### src/rtl/lifo_param.sv
// Parametrised LIFO stack with simultaneous push/pop, occupancy count,
// registered pop data with a valid strobe and sticky overflow/underflow flags.
module lifo_param #(
    parameter int WIDTH    = 4,
    parameter int DEPTH    = 8,
    parameter int AF_LEVEL = DEPTH - 1,
    parameter int CW       = $clog2(DEPTH + 1)
) (
    input  logic             clk,
    input  logic             Rst,
    input  logic             EN,
    input  logic             push,
    input  logic             pop,
    input  logic             ERR_CLR,
    input  logic [WIDTH-1:0] dataIn,
    output logic [WIDTH-1:0] dataOut,
    output logic             DOUT_VALID,
    output logic [CW-1:0]    count,
    output logic             EMPTY,
    output logic             FULL,
    output logic             ALMOST_FULL,
    output logic             OVF,
    output logic             UNF
);

    localparam int AW = (DEPTH > 1) ? $clog2(DEPTH) : 1;
    localparam logic [CW-1:0] DEPTH_CNT = CW'(DEPTH);
    localparam logic [CW-1:0] AF_CNT    = CW'(AF_LEVEL);

    generate
        if (DEPTH < 2) begin : g_bad_depth
            $error("lifo_param: DEPTH must be at least 2");
        end
        if (AF_LEVEL < 1 || AF_LEVEL > DEPTH) begin : g_bad_af
            $error("lifo_param: AF_LEVEL must lie in 1..DEPTH");
        end
    endgenerate

    logic [WIDTH-1:0] mem [DEPTH];

    logic [CW-1:0]    count_reg, count_next;
    logic [WIDTH-1:0] dout_reg;
    logic             dv_reg, dv_next;
    logic             ovf_reg, ovf_next;
    logic             unf_reg, unf_next;
    logic             mem_we;
    logic [AW-1:0]    mem_waddr;
    logic             rd_en;
    logic             bypass;
    logic             empty_w, full_w;
    logic [AW-1:0]    wr_addr, top_addr;

    assign empty_w  = (count_reg == '0);
    assign full_w   = (count_reg == DEPTH_CNT);
    assign wr_addr  = AW'(count_reg);
    assign top_addr = AW'(count_reg - 1'b1);

    always_comb begin
        count_next = count_reg;
        dv_next    = 1'b0;
        ovf_next   = ovf_reg;
        unf_next   = unf_reg;
        mem_we     = 1'b0;
        mem_waddr  = wr_addr;
        rd_en      = 1'b0;
        bypass     = 1'b0;
        if (EN) begin
            if (ERR_CLR) begin
                ovf_next = 1'b0;
                unf_next = 1'b0;
            end
            // error sets come after the clear so a same-cycle error wins
            unique case ({push, pop})
                2'b10: begin
                    if (full_w) begin
                        ovf_next = 1'b1;
                    end else begin
                        mem_we     = 1'b1;
                        count_next = count_reg + 1'b1;
                    end
                end
                2'b01: begin
                    if (empty_w) begin
                        unf_next = 1'b1;
                    end else begin
                        rd_en      = 1'b1;
                        dv_next    = 1'b1;
                        count_next = count_reg - 1'b1;
                    end
                end
                2'b11: begin
                    dv_next = 1'b1;
                    if (empty_w) begin
                        bypass = 1'b1;
                    end else begin
                        // swap the top: old value is read out, new value takes its slot
                        rd_en     = 1'b1;
                        mem_we    = 1'b1;
                        mem_waddr = top_addr;
                    end
                end
                default: ;
            endcase
        end
    end

    // storage is never reset, so it can map onto block RAM
    always_ff @(posedge clk) begin
        if (mem_we && !Rst) begin
            mem[mem_waddr] <= dataIn;
        end
    end

    always_ff @(posedge clk) begin
        if (Rst) begin
            dout_reg <= '0;
        end else if (rd_en) begin
            dout_reg <= mem[top_addr];
        end else if (bypass) begin
            dout_reg <= dataIn;
        end
    end

    always_ff @(posedge clk) begin
        if (Rst) begin
            count_reg <= '0;
            dv_reg    <= 1'b0;
            ovf_reg   <= 1'b0;
            unf_reg   <= 1'b0;
        end else begin
            count_reg <= count_next;
            dv_reg    <= dv_next;
            ovf_reg   <= ovf_next;
            unf_reg   <= unf_next;
        end
    end

    assign dataOut     = dout_reg;
    assign DOUT_VALID  = dv_reg;
    assign count       = count_reg;
    assign EMPTY       = empty_w;
    assign FULL        = full_w;
    assign ALMOST_FULL = (count_reg >= AF_CNT);
    assign OVF         = ovf_reg;
    assign UNF         = unf_reg;

endmodule

### config.mk
export PLATFORM = sky130hd
export DESIGN_NAME = lifo_param
export DESIGN_NICKNAME = d
export VERILOG_FILES = /design/src/rtl/lifo_param.sv
export SDC_FILE = /design/constraint.sdc
export NUM_CORES = 1
export LEC_CHECK = 0
export CAP_MARGIN = 20
export CORE_MARGIN = 5
export CORE_UTILIZATION = 57
export CTS_BUF_LIST = sky130_fd_sc_hd__clkbuf_8
export CTS_CLUSTER_DIAMETER = 50
export DETAILED_ROUTE_END_ITERATION = 16
export PLACE_DENSITY_LB_ADDON = 0.25
export SLEW_MARGIN = 20
export SYNTH_ARGS = -nofsm -noshare
export SYNTH_HDL_FRONTEND = slang
export SYNTH_SLANG_ARGS = --single-unit
### constraint.sdc
create_clock -name clk -period 3.4 [get_ports clk]
set_clock_uncertainty 0.2 [all_clocks]
set_input_delay 0.68 -clock clk [delete_from_list [all_inputs] [get_ports clk]]
set_output_delay 0.68 -clock clk [all_outputs]
set_load 0.05 [all_outputs]
==> Yosys cells after proc, flatten, opt, wreduce, memory -nomap -nowiden <==
Memories as Yosys holds them, arrays and structs flattened.
Cells that the tools add are included.
{ "word_totals": {"reg_bits": 11, "ram_bits": 32, "input_bits": 10, "elab_cells": 50, "mem_count": 1} }
{ "op_classes": {"add_sub_neg": 2, "order_cmp": 1, "eq_ne": 6, "mux": 26, "bitwise_logic": 1, "reduce_logical": 8} }
{ "memory_table": {"columns": ["name", "words", "word_bits", "read_ports", "rd_clocked_by_memory_dff", "wr", "line_no", "rtl"], "rows": [
  ["mem", 8, 4, 1, 0, 1, "39", "logic [WIDTH-1:0] mem [DEPTH];"]
]} }
{ "ops": {"columns": ["op", "n"], "rows": [
  ["2-to-1 mux 1 bit", 16],
  ["2-to-1 mux 4 bit", 4],
  ["2-to-1 mux 3 bit", 3],
  ["case mux 4 bit (2 select lines)", 1],
  ["adder 4 x 1 -> 4 bit, second input constant", 1],
  ["== test 2 bit, second input constant", 2],
  ["== test 4 bit, second input constant", 1],
  ["greater-or-equal comparator 4 x 3 -> 1 bit, second input constant", 1],
  ["logical NOT 4 bit", 1],
  ["!= test 2 bit, second input constant", 2],
  ["case mux 1 bit (2 select lines)", 2],
  ["AND reduction 4 bit", 1],
  ["nonzero test 2 bit", 2],
  ["OR reduction 2 bit", 2],
  ["subtractor 4 x 1 -> 4 bit, second input constant", 1],
  ["== test 2 x 1 -> 1 bit, second input constant", 1],
  ["logical AND 1 bit", 1],
  ["logical NOT 1 bit", 1],
  ["inverter 1 bit", 1]
]} }

==> Longest topological paths before layout <==
{ "logic_depth": {"depth_word": 7, "depth_mapped": 8, "ltp_nobuf": 7} }

==> Worst setup path after synthesis <==
Ideal clock, no wire load.
{ "synth_timing": {"path_type": "register to register", "start": "register count_reg[0] (netlist: count[0])", "end": "memory mem[4][0], enable pin", "t_arrival_ns": 2.444, "path_slack_ns": 0.394, "stages_incl_launch_ff": 9, "path_buffers": 1, "period_less_slack_ns": 3.006, "path_cell_list": "dfxtp_1 inv_2 ha_1 or3b_1 buf_6 clkinv_8 nor3_2 or3b_4 nor3_1"} }
{ "synth_between": {"elab_chain_cells": 7} }
{ "synth_lines": {"columns": ["item", "line_no", "rtl"], "rows": [
  ["start, declared", "41", "logic [CW-1:0] count_reg, count_next;"],
  ["start signal, assigned", "131", "count_reg <= count_next;"],
  ["logical NOT 4 bit (*)", "53", "assign empty_w = (count_reg == '0);"],
  ["via EMPTY", "19", "output logic EMPTY,"],
  ["2-to-1 mux 1 bit", "93", "if (empty_w) begin"],
  ["case mux 1 bit (2 select lines)", "73", "unique case ({push, pop})"],
  ["2-to-1 mux 1 bit", "67", "if (EN) begin"],
  ["logical AND 1 bit", "109", "if (mem_we && !Rst) begin"],
  ["2-to-1 mux 1 bit", "109", null],
  ["2-to-1 mux 1 bit (not written as such)", "110", "mem[mem_waddr] <= dataIn;"],
  ["end, declared", "39", null]
]} }
The timed path passes the listed nets; every way through them passes the cells marked *.

==> Worst setup path after layout <==
{ "layout_timing": {"start": "register count_reg[0] (netlist: count[0])", "end": "memory mem[3][1], enable pin"} }
{ "layout_between": {"elab_chain_cells": 7} }
{ "layout_lines": {"columns": ["item", "line_no"], "rows": [
  ["== test 4 bit or logical NOT 4 bit (tied branches)", "54, 53"],
  ["2-to-1 mux 1 bit (on tied branches)", "75, 93"],
  ["case mux 1 bit (2 select lines)", "73"],
  ["2-to-1 mux 1 bit", "67"],
  ["logical AND 1 bit", "109"],
  ["2-to-1 mux 1 bit", "109"],
  ["2-to-1 mux 1 bit (not written as such)", "110"]
]} }
Several ways; a longest one is shown, not always the timed one.

==> results <==
- The detailed-routing iteration count for the pre-antenna-repair pass is 5.
- IR analysis of the VDD net gives a maximum drop of 319 uV.
- The floorplan has 21 rows.
- Across all layers, the routed design uses 1260 vias.
- After detailed routing, the number of remaining DRC violations is 0.
- The total instance count after detailed placement is 210.
- For this run, the number of Yosys warnings is 0.
- After synthesis the cells add up to 2010 um^2.
- The tree is rooted in a sky130_fd_sc_hd__clkbuf_8.
- The worst min-delay path startpoint is UNF.
- The critical path class is register to register.
- The total routing usage reported by global routing is 0.172.
- The clock network fraction of total power is 0.351.
- Averaged over all synthesized cells, the footprint is 14.5 um^2.
- Global routing finished with a remaining overflow of 0.
- The max-slew violation total from the final report is 0.
- The sum of routed wire length over all layers is approximately 4000 um.
- The required time at the endpoint of the critical path is about 3100 ps.
- Of the total power, registers draw 0.450.
- The clock tree synthesis step divided the H-tree into 2 levels.
- The number of flip-flops in the largest register is 32.
- The post-CTS clock slew at the launch and capture registers of the worst setup and hold paths is ~80 ps.
- The setup TNS is 0 ps.
- The insertion delay to the later sink of the worst-skew pair is 290 ps.
- The share of total power dissipated in combinational logic is 0.200.
- The max capacitance violation total is 0.
- The critical path data arrival time is roughly 2800 ps.
- The worst-case reg-to-reg path depth is 6.
- In the synthesized netlist, the cells that appear most often are sky130_fd_sc_hd__edfxtp_1 (32), sky130_fd_sc_hd__dfxtp_1 (11), sky130_fd_sc_hd__nor3_1 (9).
- TritonCTS built the clock tree.
- The hold-critical path depth is 2.
- At the pin with the least slew margin, the transition time is 566 ps.
- In the final design database the tool counted 183 nets.
- The clock passes through at most 2 buffers.
- The initial utilization of the core area, before any placement, comes to 0.594.
- In this run the horizontal extent of the chip is 69.4 um.
- Setup violations remaining at the end of the flow were counted as 0.
- Entering global routing, the biggest net connects 20 pins.
- In this run, distinct cell masters in the synthesized netlist total 44.
- In this run the register-to-register setup slack is 340 ps.
- The final number of hold-violating endpoints is 0.
- The final-layout fill cell count is 213.
- Of all nets on the critical path, the largest fanout is 7.
- The average wire per standard cell is 18.2 um.
- The gate count of the mapped netlist is 139.
- The endpoint of the worst hold path is UNF.
- OpenSTA, run right after detailed placement, puts the worst setup slack at around 240 ps.
- The internal cell power is 0.974 mW.
- The worst min-delay path class is register to register.
- The number of top-level pins is 24.
- The first global-routing pass estimated about 6500 um of wire.
- The standard cell core area is 3390 um^2.
- The initial antenna violation count is 0.
- The via count of the first global-routing pass is 1284.
- Once detail routing completed, the nets flagged for antenna violations numbered 0.
- In this run the static leakage power is 0.892 nW.
- The flow ran to the end, and the final reports show no timing, DRC or antenna violations.
- After clock tree synthesis, the flow added hold-fix buffers numbering 0.
- The total die area is 4820 um^2.
- Counting flops with an async set or reset pin after synthesis yields a share of 0.
- The worst slew margin relative to its limit is 0.619.
- The total net switching power is between 0.3 and 0.4 mW.
- The power after layout is 1.30 mW.
- Excluding fillers, the count of instances in the completed layout stands at 218.
- The most used flip-flop cell after synthesis is sky130_fd_sc_hd__edfxtp_1.
- The detailed placer's ending HPWL is ~2800 um.
- Of the post-synthesis cell area, the dominant cell type holds 0.478.
- In this run the power density over the cells is roughly 530 nW/um^2.
- The number of nets produced by synthesis is 151.
- The count of buffers added on input and output ports is 23.
- The count of routing violations after the opening detailed-route iteration is 110.
- The mean number of vias per cell is just under 6.
- For this run, the share of the core covered by cells in the final layout is 0.722.
- Counting every sink on the clock net gives 43.
- The last weighted congestion value of the routability-driven placer is between 0.8 and 0.9.
- The number of antenna diodes in the final layout is 0.
- The launch point of the worst reg-to-reg path is count[0].
- Ranked by total cell area, the synthesized netlist is headed by sky130_fd_sc_hd__edfxtp_1 (48%), sky130_fd_sc_hd__dfxtp_1 (11%), sky130_fd_sc_hd__mux4_2 (5.6%).
- The die is 69.4 um tall.
- Yosys mapped a number of flops with a built-in enable equal to 32.
- Clock tree synthesis inserted a total of 5 buffers.
- Static timing analysis puts the maximum clock frequency at 327 MHz.
- Setup repair after global routing left no endpoint under its margin.
- The biggest area contributor in the post-synthesis netlist is sky130_fd_sc_hd__edfxtp_1.
- The share of the Yosys chip area taken by registers is 0.587.
- The worst path meets setup with 343 ps of slack.
- The routed design could run at a clock period as short as 3060 ps.
- Synthesis inferred 43 register bits.
- The worst register-to-register path ends at mem[3][1].
- The layout-stage area growth over the synthesis result is 21.7%.
- The critical path endpoint category is a register.
- The fraction of final layout cells sized beyond drive strength 1 is 0.174.
- The worst setup path is launched from a register.
- The net switching fraction of the power is 0.253.
- sky130_fd_sc_hd__edfxtp_1 is the most common cell in the netlist.
- The share of the clock period used by the worst path is 0.899.
through the flow:
step | hold WS, ps | cell area, um^2
after CTS | 295 | 2450
after floorplan | 549 | 2010
final | 294 | 2450
after global routing | 354 | 2450
after global placement | 275 | 2310
after detailed placement | 274 | 2310
layer usage:
layer  up-vias  wire [um]  GRT usage
li1        611          -          -
met2        38       2040      0.288
met1       605       1650      0.227
met4         0         44     0.0521
met3         6        236     0.0333
met5         -          0          0
power by group through the flow:
stage	registers [mW]	clock network [mW]	logic, mW
final	0.586	0.457	0.260
after global routing	0.588	0.489	0.276
after CTS	0.586	0.463	0.261
after detailed placement	0.598	0	0.259
after global placement	0.597	0	0.253
after floorplan	0.628	0	0.163
worst max-delay path by stage:
stage             start         to  slack (ps)  cells after the start
2_1_floorplan  count[0]  mem[4][0]         390                      8
3_5_place_dp        pop  mem[3][1]         240                      5
5_1_grt        count[0]  mem[3][0]         250                      6
4_1_cts        count[0]       FULL          80                      5
6_report       count[0]  mem[3][1]         340                      6
3_3_place_gp        pop  mem[3][0]         350                      5
critical path: stages, from the launching register on:
cell	delay [ps]
sky130_fd_sc_hd__dfxtp_1	370
sky130_fd_sc_hd__inv_2	190
sky130_fd_sc_hd__ha_1	370
sky130_fd_sc_hd__or3b_1	560
sky130_fd_sc_hd__a21oi_1	250
sky130_fd_sc_hd__o21ai_0	260
sky130_fd_sc_hd__nor3_1	510
timing repair:
action                                  in CTS  in global routing
endpoints found under the setup margin       0                  1
buffers inserted                             0                  0
resized for setup                            0                  1
cell type report:
type / count / area, um^2 / area share
Tap cell: 46 / 57.6 / 0.0235
Multi-Input combinational cell: 85 / 752 / 0.307
Clock buffer: 5 / 68.8 / 0.0281
Sequential cell: 43 / 1180 / 0.482
Timing Repair Buffer: 32 / 298 / 0.122
Clock inverter: 3 / 63.8 / 0.0261
Inverter: 4 / 27.5 / 0.0112
cells by family after synthesis:
| logic type | share of synthesized area |
|---|---|
| multiplexers | 0.136 |
| buffers and inverters | 0.0392 |
| flip-flops | 0.587 |
| adder cells (fa/ha/maj) | 0.0124 |
| AND/OR/NAND/NOR | 0.122 |
| AO/OA/AOI/OAI | 0.0728 |
| XOR/XNOR | 0.0311 |
cell usage in the layout (no fill, tap or decap), drive strengths merged, types with 2 or more instances in the layout:
| master | count |
|---|---|
| edfxtp | 32 |
| clkdlybuf4s50 | 21 |
| dfxtp | 11 |
| buf | 10 |
| nor3 | 10 |
| mux4 | 8 |
| nor2 | 7 |
| mux2i | 7 |
| clkbuf | 5 |
| nand2 | 4 |
| o21ai | 4 |
| nand3b | 4 |
| nand4b | 4 |
| o311ai | 4 |
| inv | 4 |
| a21oi | 3 |
| xnor2 | 3 |
| nor2b | 3 |
| a31oi | 2 |
| a211oi | 2 |
| or3 | 2 |
| ha | 2 |
| bufinv | 2 |
| or3b | 2 |
| and2 | 2 |
| xor2 | 2 |
(Power assumes the default switching activity.)
